--- src/rtl/atm_multi_account_ctrl.sv ---
// ATM session controller for NUM_ACCOUNTS accounts: PIN retries with card retention,
// inactivity timeout, per-session withdrawal limit and deposit overflow protection.
module atm_multi_account_ctrl #(
  parameter int                            NUM_ACCOUNTS   = 4,
  parameter int                            BAL_W          = 32,
  parameter int                            AMT_W          = 20,
  parameter int                            PIN_W          = 4,
  parameter logic [NUM_ACCOUNTS*PIN_W-1:0] PIN_TABLE      = 16'h321A,
  parameter longint                        INIT_BALANCE   = 1000,
  parameter int                            MAX_TRIES      = 3,
  parameter int                            WD_LIMIT       = 500,
  parameter int                            TIMEOUT_CYCLES = 1000,
  localparam int                           ACC_W          = (NUM_ACCOUNTS > 1) ? $clog2(NUM_ACCOUNTS) : 1
) (
  input  logic             clk,
  input  logic             reset,
  input  logic             card_in,
  input  logic [ACC_W-1:0] account_id,
  input  logic [PIN_W-1:0] pin,
  input  logic             pin_valid,
  input  logic             op_valid,
  input  logic [1:0]       op_code,
  input  logic [AMT_W-1:0] amount,
  input  logic             eject_card,
  output logic             session_active,
  output logic             pin_ok,
  output logic             op_done,
  output logic             op_error,
  output logic [2:0]       err_code,
  output logic [BAL_W-1:0] balance,
  output logic             card_retained,
  output logic             timeout_flag
);
  localparam int TMR_W = $clog2(TIMEOUT_CYCLES + 1);
  localparam int TRY_W = (MAX_TRIES > 1) ? $clog2(MAX_TRIES + 1) : 1;

  typedef enum logic [2:0] {S_IDLE, S_PIN, S_MENU, S_EXEC, S_EJECT, S_RETAIN} state_e;

  state_e                  state_q, state_d;
  logic [ACC_W-1:0]        acct_q, acct_d;
  logic [TRY_W-1:0]        tries_q, tries_d;
  logic [BAL_W-1:0]        swd_q, swd_d;
  logic [TMR_W-1:0]        tmr_q, tmr_d;
  logic [1:0]              op_q, op_d;
  logic [AMT_W-1:0]        amt_q, amt_d;
  logic [BAL_W-1:0]        bal_q [NUM_ACCOUNTS];
  logic [BAL_W-1:0]        bal_d [NUM_ACCOUNTS];
  logic [NUM_ACCOUNTS-1:0] lock_q, lock_d;
  logic [2:0]              err_q, err_d;
  logic                    done_q, done_d, error_q, error_d, tflag_q, tflag_d;
  logic                    sess_q, sess_d, ret_q, ret_d;
  logic [BAL_W-1:0]        bal_o_q, bal_o_d;

  logic [PIN_W-1:0] pin_tab [NUM_ACCOUNTS];
  for (genvar k = 0; k < NUM_ACCOUNTS; k++) begin : g_pin
    assign pin_tab[k] = PIN_TABLE[k*PIN_W +: PIN_W];
  end

  logic             acct_bad, tmr_hit;
  logic [BAL_W-1:0] cur_bal, amt_b, exec_bal;
  logic [BAL_W:0]   dep_sum, wd_sum;
  logic [2:0]       exec_err;

  assign acct_bad = 32'(account_id) >= 32'(NUM_ACCOUNTS);
  assign tmr_hit  = tmr_q == TMR_W'(TIMEOUT_CYCLES - 1);
  assign cur_bal  = bal_q[acct_q];
  assign amt_b    = BAL_W'(amt_q);
  assign dep_sum  = {1'b0, cur_bal} + {1'b0, amt_b};
  assign wd_sum   = {1'b0, swd_q} + {1'b0, amt_b};

  // Error checks in priority order; exec_bal is the balance to commit when exec_err is 0.
  always_comb begin
    exec_err = 3'd0;
    exec_bal = cur_bal;
    case (op_q)
      2'b01: begin
        if (amt_q == '0)      exec_err = 3'd1;
        else if (dep_sum[BAL_W]) exec_err = 3'd4;
        else                  exec_bal = dep_sum[BAL_W-1:0];
      end
      2'b10: begin
        if (amt_q == '0)                          exec_err = 3'd1;
        else if (amt_b > cur_bal)                 exec_err = 3'd2;
        else if (wd_sum > (BAL_W+1)'(WD_LIMIT))   exec_err = 3'd3;
        else                                      exec_bal = cur_bal - amt_b;
      end
      default: ;
    endcase
  end

  always_comb begin
    state_d = state_q;
    acct_d  = acct_q;
    tries_d = tries_q;
    swd_d   = swd_q;
    tmr_d   = tmr_q;
    op_d    = op_q;
    amt_d   = amt_q;
    bal_d   = bal_q;
    lock_d  = lock_q;
    err_d   = err_q;
    done_d  = 1'b0;
    error_d = 1'b0;
    tflag_d = 1'b0;
    unique case (state_q)
      S_IDLE: if (card_in) begin
        acct_d  = account_id;
        tries_d = '0;
        swd_d   = '0;
        tmr_d   = '0;
        if (acct_bad || lock_q[account_id]) begin
          state_d = S_EJECT;
          error_d = 1'b1;
          err_d   = 3'd5;
        end else begin
          state_d = S_PIN;
        end
      end
      S_PIN: begin
        if (!card_in)        state_d = S_IDLE;
        else if (eject_card) state_d = S_EJECT;
        else if (tmr_hit) begin
          state_d = S_EJECT;
          tflag_d = 1'b1;
        end else if (pin_valid) begin
          tmr_d = '0;
          if (pin == pin_tab[acct_q]) begin
            state_d = S_MENU;
          end else if (tries_q == TRY_W'(MAX_TRIES - 1)) begin
            lock_d[acct_q] = 1'b1;
            state_d        = S_RETAIN;
          end else begin
            tries_d = tries_q + 1'b1;
          end
        end else begin
          tmr_d = tmr_q + 1'b1;
        end
      end
      S_MENU: begin
        if (!card_in)        state_d = S_IDLE;
        else if (eject_card) state_d = S_EJECT;
        else if (tmr_hit) begin
          state_d = S_EJECT;
          tflag_d = 1'b1;
        end else if (op_valid) begin
          tmr_d = '0;
          if (op_code == 2'b11) begin
            state_d = S_EJECT;
          end else begin
            op_d    = op_code;
            amt_d   = amount;
            state_d = S_EXEC;
          end
        end else begin
          tmr_d = tmr_q + 1'b1;
        end
      end
      S_EXEC: begin
        if (!card_in)        state_d = S_IDLE;
        else if (eject_card) state_d = S_EJECT;
        else begin
          state_d = S_MENU;
          tmr_d   = '0;
          if (exec_err != 3'd0) begin
            error_d = 1'b1;
            err_d   = exec_err;
          end else begin
            done_d         = 1'b1;
            err_d          = 3'd0;
            bal_d[acct_q]  = exec_bal;
            if (op_q == 2'b10) swd_d = swd_q + amt_b;
          end
        end
      end
      S_EJECT, S_RETAIN: if (!card_in) state_d = S_IDLE;
      default: state_d = S_IDLE;
    endcase
    // Session-level outputs follow the next state so they change on the same edge.
    sess_d  = (state_d == S_MENU) || (state_d == S_EXEC);
    ret_d   = state_d == S_RETAIN;
    bal_o_d = sess_d ? bal_d[acct_d] : '0;
  end

  always_ff @(posedge clk or negedge reset) begin
    if (!reset) begin
      state_q <= S_IDLE;
      acct_q  <= '0;
      tries_q <= '0;
      swd_q   <= '0;
      tmr_q   <= '0;
      op_q    <= '0;
      amt_q   <= '0;
      for (int k = 0; k < NUM_ACCOUNTS; k++) bal_q[k] <= BAL_W'(INIT_BALANCE);
      lock_q  <= '0;
      err_q   <= '0;
      done_q  <= 1'b0;
      error_q <= 1'b0;
      tflag_q <= 1'b0;
      sess_q  <= 1'b0;
      ret_q   <= 1'b0;
      bal_o_q <= '0;
    end else begin
      state_q <= state_d;
      acct_q  <= acct_d;
      tries_q <= tries_d;
      swd_q   <= swd_d;
      tmr_q   <= tmr_d;
      op_q    <= op_d;
      amt_q   <= amt_d;
      bal_q   <= bal_d;
      lock_q  <= lock_d;
      err_q   <= err_d;
      done_q  <= done_d;
      error_q <= error_d;
      tflag_q <= tflag_d;
      sess_q  <= sess_d;
      ret_q   <= ret_d;
      bal_o_q <= bal_o_d;
    end
  end

  assign session_active = sess_q;
  assign pin_ok         = sess_q;
  assign op_done        = done_q;
  assign op_error       = error_q;
  assign err_code       = err_q;
  assign balance        = bal_o_q;
  assign card_retained  = ret_q;
  assign timeout_flag   = tflag_q;
endmodule

--- config.mk ---
export PLATFORM = sky130hd
export DESIGN_NAME = atm_multi_account_ctrl
export DESIGN_NICKNAME = d
export VERILOG_FILES = /design/src/rtl/atm_multi_account_ctrl.sv
export SDC_FILE = /design/constraint.sdc
export NUM_CORES = 1
export LEC_CHECK = 0
export CORE_MARGIN = 2
export CORE_UTILIZATION = 30
export CTS_BUF_LIST = sky130_fd_sc_hd__clkbuf_16
export CTS_CLUSTER_DIAMETER = 150
export DETAILED_ROUTE_END_ITERATION = 12
export HOLD_SLACK_MARGIN = 0.05
export PLACE_DENSITY = 0.47
export REMOVE_ABC_BUFFERS = 1
export SYNTH_ARGS = -nofsm -noshare
export SYNTH_HDL_FRONTEND = slang
export SYNTH_SLANG_ARGS = --single-unit
--- constraint.sdc ---
create_clock -name clk -period 18.05 [get_ports clk]
set_clock_uncertainty 0.05 [all_clocks]
set_input_delay 3.61 -clock clk [delete_from_list [all_inputs] [get_ports clk]]
set_output_delay 3.61 -clock clk [all_outputs]
set_load 0.005 [all_outputs]
* Word-level counts from Yosys, hierarchy flattened
Cells that the tools add are included.
** Cells by class
- $add $sub $neg :: 6
- Multiply operators :: 0
- Divide/modulo/power cells :: 0
- Magnitude comparators :: 8
- Eq/ne operators :: 29
- Shift operators :: 0
- Multiplexer cells :: 98
- Bitwise gates (word level) :: 7
- Reductions and logical operators :: 17
** Operators by type and width (number)
- 128-bit two-way mux :: 4
- 32-bit two-way mux :: 16
- 32-bit binary-select mux with 2-bit select :: 2
- 128-bit bitwise mux :: 1
- 32-bit one-hot mux with 2 select lines :: 2
- 10-bit two-way mux :: 11
- 3-bit two-way mux :: 23
- 32-bit by 20-bit adder with 33-bit output :: 2
- 32-bit demux with 2-bit select :: 1
- 10-bit one-hot mux with 4 select lines :: 1
- 33-bit by 9-bit > comparator with 1-bit output (second input constant) :: 1
- 32-bit by 20-bit adder with 32-bit output :: 1
- 20-bit by 32-bit > comparator with 1-bit output :: 1
- 32-bit by 20-bit subtractor with 32-bit output :: 1
- 2-bit != test (second input constant) :: 15
- 2-bit two-way mux :: 12
- 20-bit zero test :: 1
- 1-bit two-way mux :: 15
- 3-bit one-hot mux with 5 select lines :: 1
- 3-bit by 2-bit == test with 1-bit output (second input constant) :: 4
- 3-bit one-hot mux with 2 select lines :: 2
- 6-bit AND reduction :: 2
- 10-bit by 1-bit adder with 10-bit output (second input constant) :: 1
- 10-bit == test (second input constant) :: 1
- 30 further kinds :: 44
** Word-level totals
- Register bits after elaboration :: 243
- Bits in latches :: 0
- Memory bits (writable) :: 0
- Bits in read-only memories :: 0
- Input port bits :: 34
- Output and inout bits :: 41
- Logic and storage cells :: 184
- Memories kept :: 0

* Depth between registers and ports, before layout
Gate-level depths: netlist (run 1).
- Depth after elaboration :: 18
- Mapped depth :: 22
- Depth with buffers taken out :: 17

* Worst setup path before layout (run 1)
No wires, ideal clock.
- Path type :: input -> register
- Start point :: input port pin[1]
- End point :: register bal_o_q[6], in the netlist balance[6]
- Setup time :: 126 ps
- Arrival time :: 5670 ps
- Required time :: 17874 ps
- Path slack :: 12205 ps
- Stages :: 13
- Buffers on the path :: 1
- Cell sequence :: xnor2_1 -> a32oi_1 -> nor2_1 -> a31oi_1 -> nor2_1 -> a31oi_1 -> nor2_1 -> nor2_1 -> inv_1 -> nand2_1 -> clkbuf_1 -> nor2_1 -> a221o_1
** Between the ends
- Cells in the longest elaborated chain, start to end :: 10
- Elaborated cells between the ends (all ways) :: 11
- Those cells by class :: 3 x eq/ne; 7 x mux; 1 x reduce/logical
** Ends and longest elaborated chain
- from (decl) :: RTL line 19 : input logic [PIN_W-1:0] pin,
- 4-bit == test (*) :: RTL line 127 : if (pin == pin_tab[acct_q]) begin
- 3-bit two-way mux (*) :: RTL line 127
- 3-bit two-way mux (*) :: RTL line 125 : end else if (pin_valid) begin
- 3-bit two-way mux (*) :: RTL line 122 : else if (tmr_hit) begin
- 3-bit two-way mux (*) :: RTL line 121 : else if (eject_card) state_d = S_EJECT;
- 3-bit two-way mux (*) :: RTL line 120 : if (!card_in) state_d = S_IDLE;
- 3-bit one-hot mux with 5 select lines (*) :: RTL line 105 : unique case (state_q)
- named net state_d[1] :: RTL line 39 : state_e state_q, state_d;
- 3-bit by 2-bit == test with 1-bit output :: RTL line 179 : sess_d = (state_d == S_MENU) || (state_d == S_EXEC);
- 1-bit logical OR (*) :: RTL line 179
- 32-bit two-way mux (*) :: RTL line 181 : bal_o_d = sess_d ? bal_d[acct_d] : '0;
- named net bal_o_d[6] :: RTL line 52 : logic [BAL_W-1:0] bal_o_q, bal_o_d;
- to (signal assigned) :: RTL line 218 : bal_o_q <= bal_o_d;
- to (decl) :: RTL line 52
The timed path passes the listed nets; every way through them passes the cells marked *.
A chain may end at the register's enable or synchronous reset.

==> results of run 1 <==
-- area by class of cell --
class | instances | area [µm²] | share of cell area
clock inverters | 24 | 246 | 0.0132
well taps | 696 | 871 | 0.0465
clock buffers | 30 | 751 | 0.0401
flip-flops and latches | 243 | 6110 | 0.327
inverters | 66 | 248 | 0.0132
repair buffers | 96 | 911 | 0.0487
multi-input cells | 1469 | 9580 | 0.512
-- worst max-delay path by stage --
stage                          from           to  slack (ps)  cells past startpoint
after CTS                 acct_q[0]  balance[15]       11250                     20
after floorplan           acct_q[0]   balance[6]       11140                     15
after detailed placement    card_in  balance[11]       10630                      9
after global routing      acct_q[0]    swd_q[27]       10880                     17
after global placement      card_in  balance[13]       10810                      9
final                     acct_q[0]  balance[20]       11220                     15
-- worst max-delay path: stages (launching register included) --
cell      delay [ps]
dfrtp_2          620
buf_4            620
mux4_2           690
ha_1             510
inv_1            130
a221oi_1         410
o31a_1           220
or4bb_1          560
nand3_1          160
nand2_1          300
nor3b_1          490
mux2i_1          230
o22ai_1           90
nor3_1           960
o21ai_0          300
a211o_1          320
-- flip-flops by register name (all words and copies together), names as in the netlist --
signal and flops:
bal_q 128, balance 32, swd_q 32, amt_q 20
tmr_q 10, lock_q 4, err_code 3, state_q 3
acct_q 2, op_q 2, tries_q 2, card_retained 1
op_done 1, op_error 1, pin_ok 1, timeout_flag 1
-- cell usage in the layout (no fill, tap or decap), types with 12 or more instances in the layout --
master	count
nand2_1	303
nor2_1	217
dfrtp_1	217
o21ai_0	118
a21oi_1	99
clkdlybuf4s50_1	73
inv_1	68
ha_1	65
xnor2_1	39
nor3_1	37
mux4_2	33
a31oi_1	32
nand3_1	31
clkbuf_16	30
mux2_2	29
dfstp_2	24
o211ai_1	22
buf_4	22
a21o_1	21
nand2b_1	20
nand4_1	20
a211oi_1	17
o22ai_1	17
mux2i_1	16
and3_1	15
o31ai_1	15
and2_1	14
o21bai_1	14
a22o_1	14
nor2b_1	13
nor4_1	13
or3_1	13
o21a_1	12
o221ai_1	12
-- power by group --
group	switching, W	internal [W]	total [W]
registers	0.0000313	0.000562	0.000593
clock network	0.000259	0.000360	0.000619
logic	0.000218	0.000113	0.000331
-- metrics by stage --
| stage | hold slack (ps) | area (µm²) |
|---|---|---|
| after global routing | 430 | 18700 |
| final | 405 | 18700 |
| after floorplan | 373 | 15900 |
| after detailed placement | 393 | 17700 |
| after global placement | 389 | 17700 |
| after CTS | 408 | 18700 |
-- metal layers --
layer / GRT usage / part of all wire
met4: 0.0557 / 0.027
met1: 0.279 / 0.46
met3: 0.0309 / 0.052
met5: 0 / 0
met2: 0.330 / 0.47
-- cell families after synthesis --
group	after synthesis	share of synthesized area
flip-flops	243	0.373
XOR/XNOR	50	0.0268
adder cells (fa/ha/maj)	68	0.0534
AND/OR/NAND/NOR	753	0.211
buffers and inverters	171	0.0437
AO/OA/AOI/OAI	519	0.216
multiplexers	79	0.0758
==> flow_metrics.py, run 1 <==
metrics = {
    "floorplanning": {
        "io_pins": 75,
        "fp.dieH_um": 238,
        "die_width_um": 238,
        "start_util": 0.303,
        "die_area_mm2": 0.0564,
        "core_area_mm2": 0.0539,
        "std_cell_rows": 85,
    },
    "sta": {
        "finalCritPeriodShare": 0.379,
        "hold_violations": 0,
        "rsz0062_at_grt": "false",
        "setup_viol": 0,
        "slew_viol_final": 0,
        "fmax_ghz": 0.146,
        "fin_setup_tns_ps": 0,
        "relSlewSlack": 0.203,
        "tightest_slew_ps": 1190,
        "period_needed_ps": 6830,
        "setup_slack_ps": 11220,
    },
    "drt": {
        "ant_nets": 0,
        "drc": 0,
        "wire_per_inst_um": 22.0,
        "vias_per_cell": 5.61,
        "routed_wl_um": 57700,
        "drt-pass1-iter-count": 6,
        "vias": 14700,
        "drt_iter0_drc": 1415,
    },
    "power_and_ir_drop": {
        "p_leak_nw": 8.28,
        "ir_worst_vdd_uv": 86.0,
        "finalPower_w": 0.00154,
        "power_density_mw_per_mm2": 82.5,
    },
    "synthesis": {
        "yosysSeqAreaShare": 0.373,
        "yosys_warnings": 0,
        "syn_avg_cell_area_um2": 8.69,
        "synth-edff-count": 0,
        "ys.flop_type": "dfrtp_1",
        "yosysTopAreaCell": "dfrtp_1",
        "netlist_instances": 1883,
        "synth_seq_cells": 243,
        "synth_top_area_frac": 0.335,
        "synthTopCellsByCount": "nand2_1 (303), dfrtp_1 (219), nor2_1 (217)",
        "synth_cell_type_count": 100,
        "synth_area_leaders": "dfrtp_1 (33%), nand2_1 (7.0%), nor2_1 (5.0%)",
        "netlist_area_mm2": 0.0164,
        "synth-async-reset-ratio": 1.00,
        "synth_most_common_cell": "nand2_1",
    },
    "clock_network": {
        "cts_setup_buffers": 0,
        "cts.clk_slew.worst_paths_ps": 70,
        "ctsResizeCount": 0,
        "cts-root-buf": "clkbuf_16",
        "worstSkewPairLatency_ps": 620,
        "cts_buffer_depth": 3,
        "cts_tree": "done",
        "holdBufCountCts": 0,
        "cts_made_buffers": 30,
        "htreeDepth": 1,
        "clock_sinks": 243,
    },
    "worst_setup_path": {
        "regToRegSetupSlack_ps": 11220,
        "rr_endpoint": "balance[20]",
        "crit_type": "reg -> reg",
        "reg2reg_depth": 15,
        "end_kind": "flop",
        "timing.rr.start": "acct_q[0]",
        "cp.required_ps": 18490,
        "crit_arrival_ps": 7280,
        "critPathMaxFanout": 32,
        "cp-start-kind": "flop",
    },
    "flow_run": {
        "drv_cap": 0,
    },
    "cells_and_area": {
        "drive_gt1_frac": 0.103,
        "nNetsFinal": 2008,
        "final_core_util": 0.347,
        "num-fill-cells": 5495,
        "instances_no_fill": 2624,
        "diodes": 0,
        "area_growth_syn_to_layout_pct": 14.4,
    },
    "global_route": {
        "antenna_found_initial": 0,
        "grt-ovfl-total": 0,
        "track_usage": 0.202,
        "grt_pass1_wl_um": 88800,
        "grt_pass1_vias": 14400,
        "grt_max_degree": 108,
    },
    "placed_design": {
        "dp_cells": 2570,
        "port-buffer-count": 74,
        "dp_hpwl_um": 40900,
        "routabilityCongestion": 0.858,
        "place_ws_ps": 10630,
    },
    "run_status": {
        "status": "completed",
    },
    "hold_path": {
        "min-delay-start": "lock_q[0]",
        "min_to": "lock_q[0]",
        "holdPathStages": 1,
        "hold_class": "reg -> reg",
    },
}
No activity file was read; power rests on OpenSTA's default activity.
==> inputs of run 2 (changes only) <==
--- a/config.mk
+++ b/config.mk
@@ -11,7 +11,7 @@
 export CTS_CLUSTER_DIAMETER = 150
 export DETAILED_ROUTE_END_ITERATION = 12
 export HOLD_SLACK_MARGIN = 0.05
-export PLACE_DENSITY = 0.47
+export PLACE_DENSITY = 0.49
 export REMOVE_ABC_BUFFERS = 1
 export SYNTH_ARGS = -nofsm -noshare
 export SYNTH_HDL_FRONTEND = slang
==> constraint.sdc (replaced) <==
create_clock -name clk -period 6 [get_ports clk]
set_clock_uncertainty 0.05 [all_clocks]
set_input_delay 1.2 -clock clk [delete_from_list [all_inputs] [get_ports clk]]
set_output_delay 1.2 -clock clk [all_outputs]
set_load 0.005 [all_outputs]
==> run 2 against run 1 <==
Critical path depth is 2 higher. Global-route usage is 0.12 points higher. Sequential share of layout area fell by 0.69 points. Critical endpoint is now balance[11].
==> flow_metrics.py, run 2 (synthesis gave the netlist of run 1 again) <==
metrics = {
    "run_status": {
        "status": "completed",
    },
    "cells_and_area": {
        "diodes": 0,
        "final_core_util": 0.355,
        "final_cell_mix": "nand2_1 (303), nor2_1 (217), dfrtp_1 (217)",
        "nNetsFinal": 2062,
        "drive_gt1_frac": 0.126,
        "largest_register": "bal_q",
        "mostFrequentLayoutCell": "nand2_1",
        "largest_reg_flops": 128,
        "num-fill-cells": 5443,
        "area_growth_syn_to_layout_pct": 16.8,
    },
    "sta": {
        "hold_violations": 0,
        "fin_setup_tns_ps": 0,
        "slew_viol_final": 0,
        "tightest_slew_ps": 1140,
        "period_needed_ps": 5700,
        "setup_viol": 0,
        "relSlewSlack": 0.239,
        "rsz0062_at_grt": "false",
        "finalCritPeriodShare": 0.951,
        "fmax_ghz": 0.175,
    },
    "global_route": {
        "antenna_found_initial": 0,
        "grt_pass1_wl_um": 89900,
        "track_usage": 0.204,
        "grt-ovfl-total": 0,
        "grt_max_degree": 137,
        "grt_pass1_vias": 14800,
    },
    "clock_network": {
        "cts_made_buffers": 31,
        "ctsResizeCount": 0,
        "holdBufCountCts": 0,
        "htreeDepth": 1,
        "cts-root-buf": "clkbuf_16",
        "cts_tree": "done",
        "cts_buffer_depth": 3,
        "worstSkewPairLatency_ps": 600,
        "cts_setup_buffers": 0,
        "clock_sinks": 243,
        "cts.clk_slew.worst_paths_ps": 60,
    },
    "drt": {
        "wire_per_inst_um": 21.5,
        "vias": 15100,
        "drc": 0,
        "drt-pass1-iter-count": 9,
        "ant_nets": 0,
        "vias_per_cell": 5.62,
        "drt_iter0_drc": 1389,
        "routed_wl_um": 57700,
    },
    "worst_setup_path": {
        "end_kind": "flop",
        "crit_arrival_ps": 6140,
        "critPathMaxFanout": 12,
        "cp-start-kind": "flop",
        "crit_type": "reg -> reg",
        "cp.required_ps": 6430,
    },
    "floorplanning": {
        "die_area_mm2": 0.0564,
        "io_pins": 75,
        "std_cell_rows": 85,
        "core_area_mm2": 0.0539,
        "die_width_um": 238,
        "start_util": 0.303,
        "fp.dieH_um": 238,
    },
    "placed_design": {
        "routabilityCongestion": 0.914,
        "port-buffer-count": 74,
        "dp_hpwl_um": 42100,
    },
    "flow_run": {
        "drv_cap": 0,
    },
    "power_and_ir_drop": {
        "power_density_mw_per_mm2": 244,
        "p_leak_nw": 8.55,
        "ir_worst_vdd_uv": 276,
    },
    "hold_path": {
        "hold_class": "reg -> reg",
    },
}
## run 2: cell types whose count changed in the layout (fill, tap and decap cells not counted)
cell        change
buf_12          +3
buf_4          +50
bufinv_16       -2
clkbuf_16       +1
clkinv_1        +2
clkinv_16       -1
clkinvlp_4      -1
inv_1           +3
inv_16          +1
## run 2: critical path: stages, from the launching register on
cell and delay (ps):
dfrtp_2 620, buf_4 230, mux4_2 580, ha_1 400, nor2b_1 160, o21a_1 170
o21ai_0 300, a211oi_1 130, buf_4 160, o21ai_0 460, buf_4 230, nand3_2 110
o211ai_4 230, nor3_1 80, and2_4 180, nor2_1 860, a221oi_1 240, a221oi_1 370
## run 2: metrics by stage
stage | instances | worst slack [ps] | instance area [µm²] | hold WS (ps) | total power, W
floorplan | 1778 | -906 | 15900 | 373 | 0.00238
global placement | 2623 | 391 | 18200 | 389 | 0.00289
detailed placement | 2623 | 384 | 18200 | 388 | 0.00290
CTS | 2680 | 351 | 19100 | 402 | 0.00473
global route | 2680 | 80.4 | 19100 | 421 | 0.00489
finish | 2680 | 296 | 19100 | 400 | 0.00467
## run 2: path summary, 6_finish.rpt
kind                                 from          end  slack, ps  cells after the start
worst max-delay path            acct_q[0]  balance[11]        300                     17
worst min-delay path            lock_q[2]    lock_q[2]        400                      1
worst max register to register  acct_q[0]  balance[11]        300                     17
worst min register to register  lock_q[2]    lock_q[2]        400                      1
max in group asynchronous           reset    acct_q[0]       4230                      2
min in group asynchronous           reset     tmr_q[9]        460                      1
## run 2: final cells by class
| cell class | count | area, µm² | area share |
|---|---|---|---|
| multi-input cells | 1469 | 9580 | 0.501 |
| flip-flops and latches | 243 | 6110 | 0.320 |
| repair buffers | 149 | 1350 | 0.0704 |
| well taps | 696 | 871 | 0.0456 |
| clock buffers | 31 | 776 | 0.0406 |
| inverters | 66 | 248 | 0.0130 |
| clock inverters | 26 | 188 | 0.00982 |
## run 2: report_power, final
| part | internal [W] | total, W | switching, W |
|---|---|---|---|
| combinational | 0.000390 | 0.00108 | 0.000688 |
| clock | 0.00102 | 0.00180 | 0.000779 |
| sequential | 0.00169 | 0.00179 | 0.000104 |
| total | 0.00310 | 0.00467 | 0.00157 |
## run 2: metal layers
metal	track usage	part of all wire	vias to the layer above
met5	0	0	-
met4	0.0558	0.030	0
met3	0.0243	0.053	103
met2	0.327	0.46	518
met1	0.289	0.46	7429
li1	-	-	7004
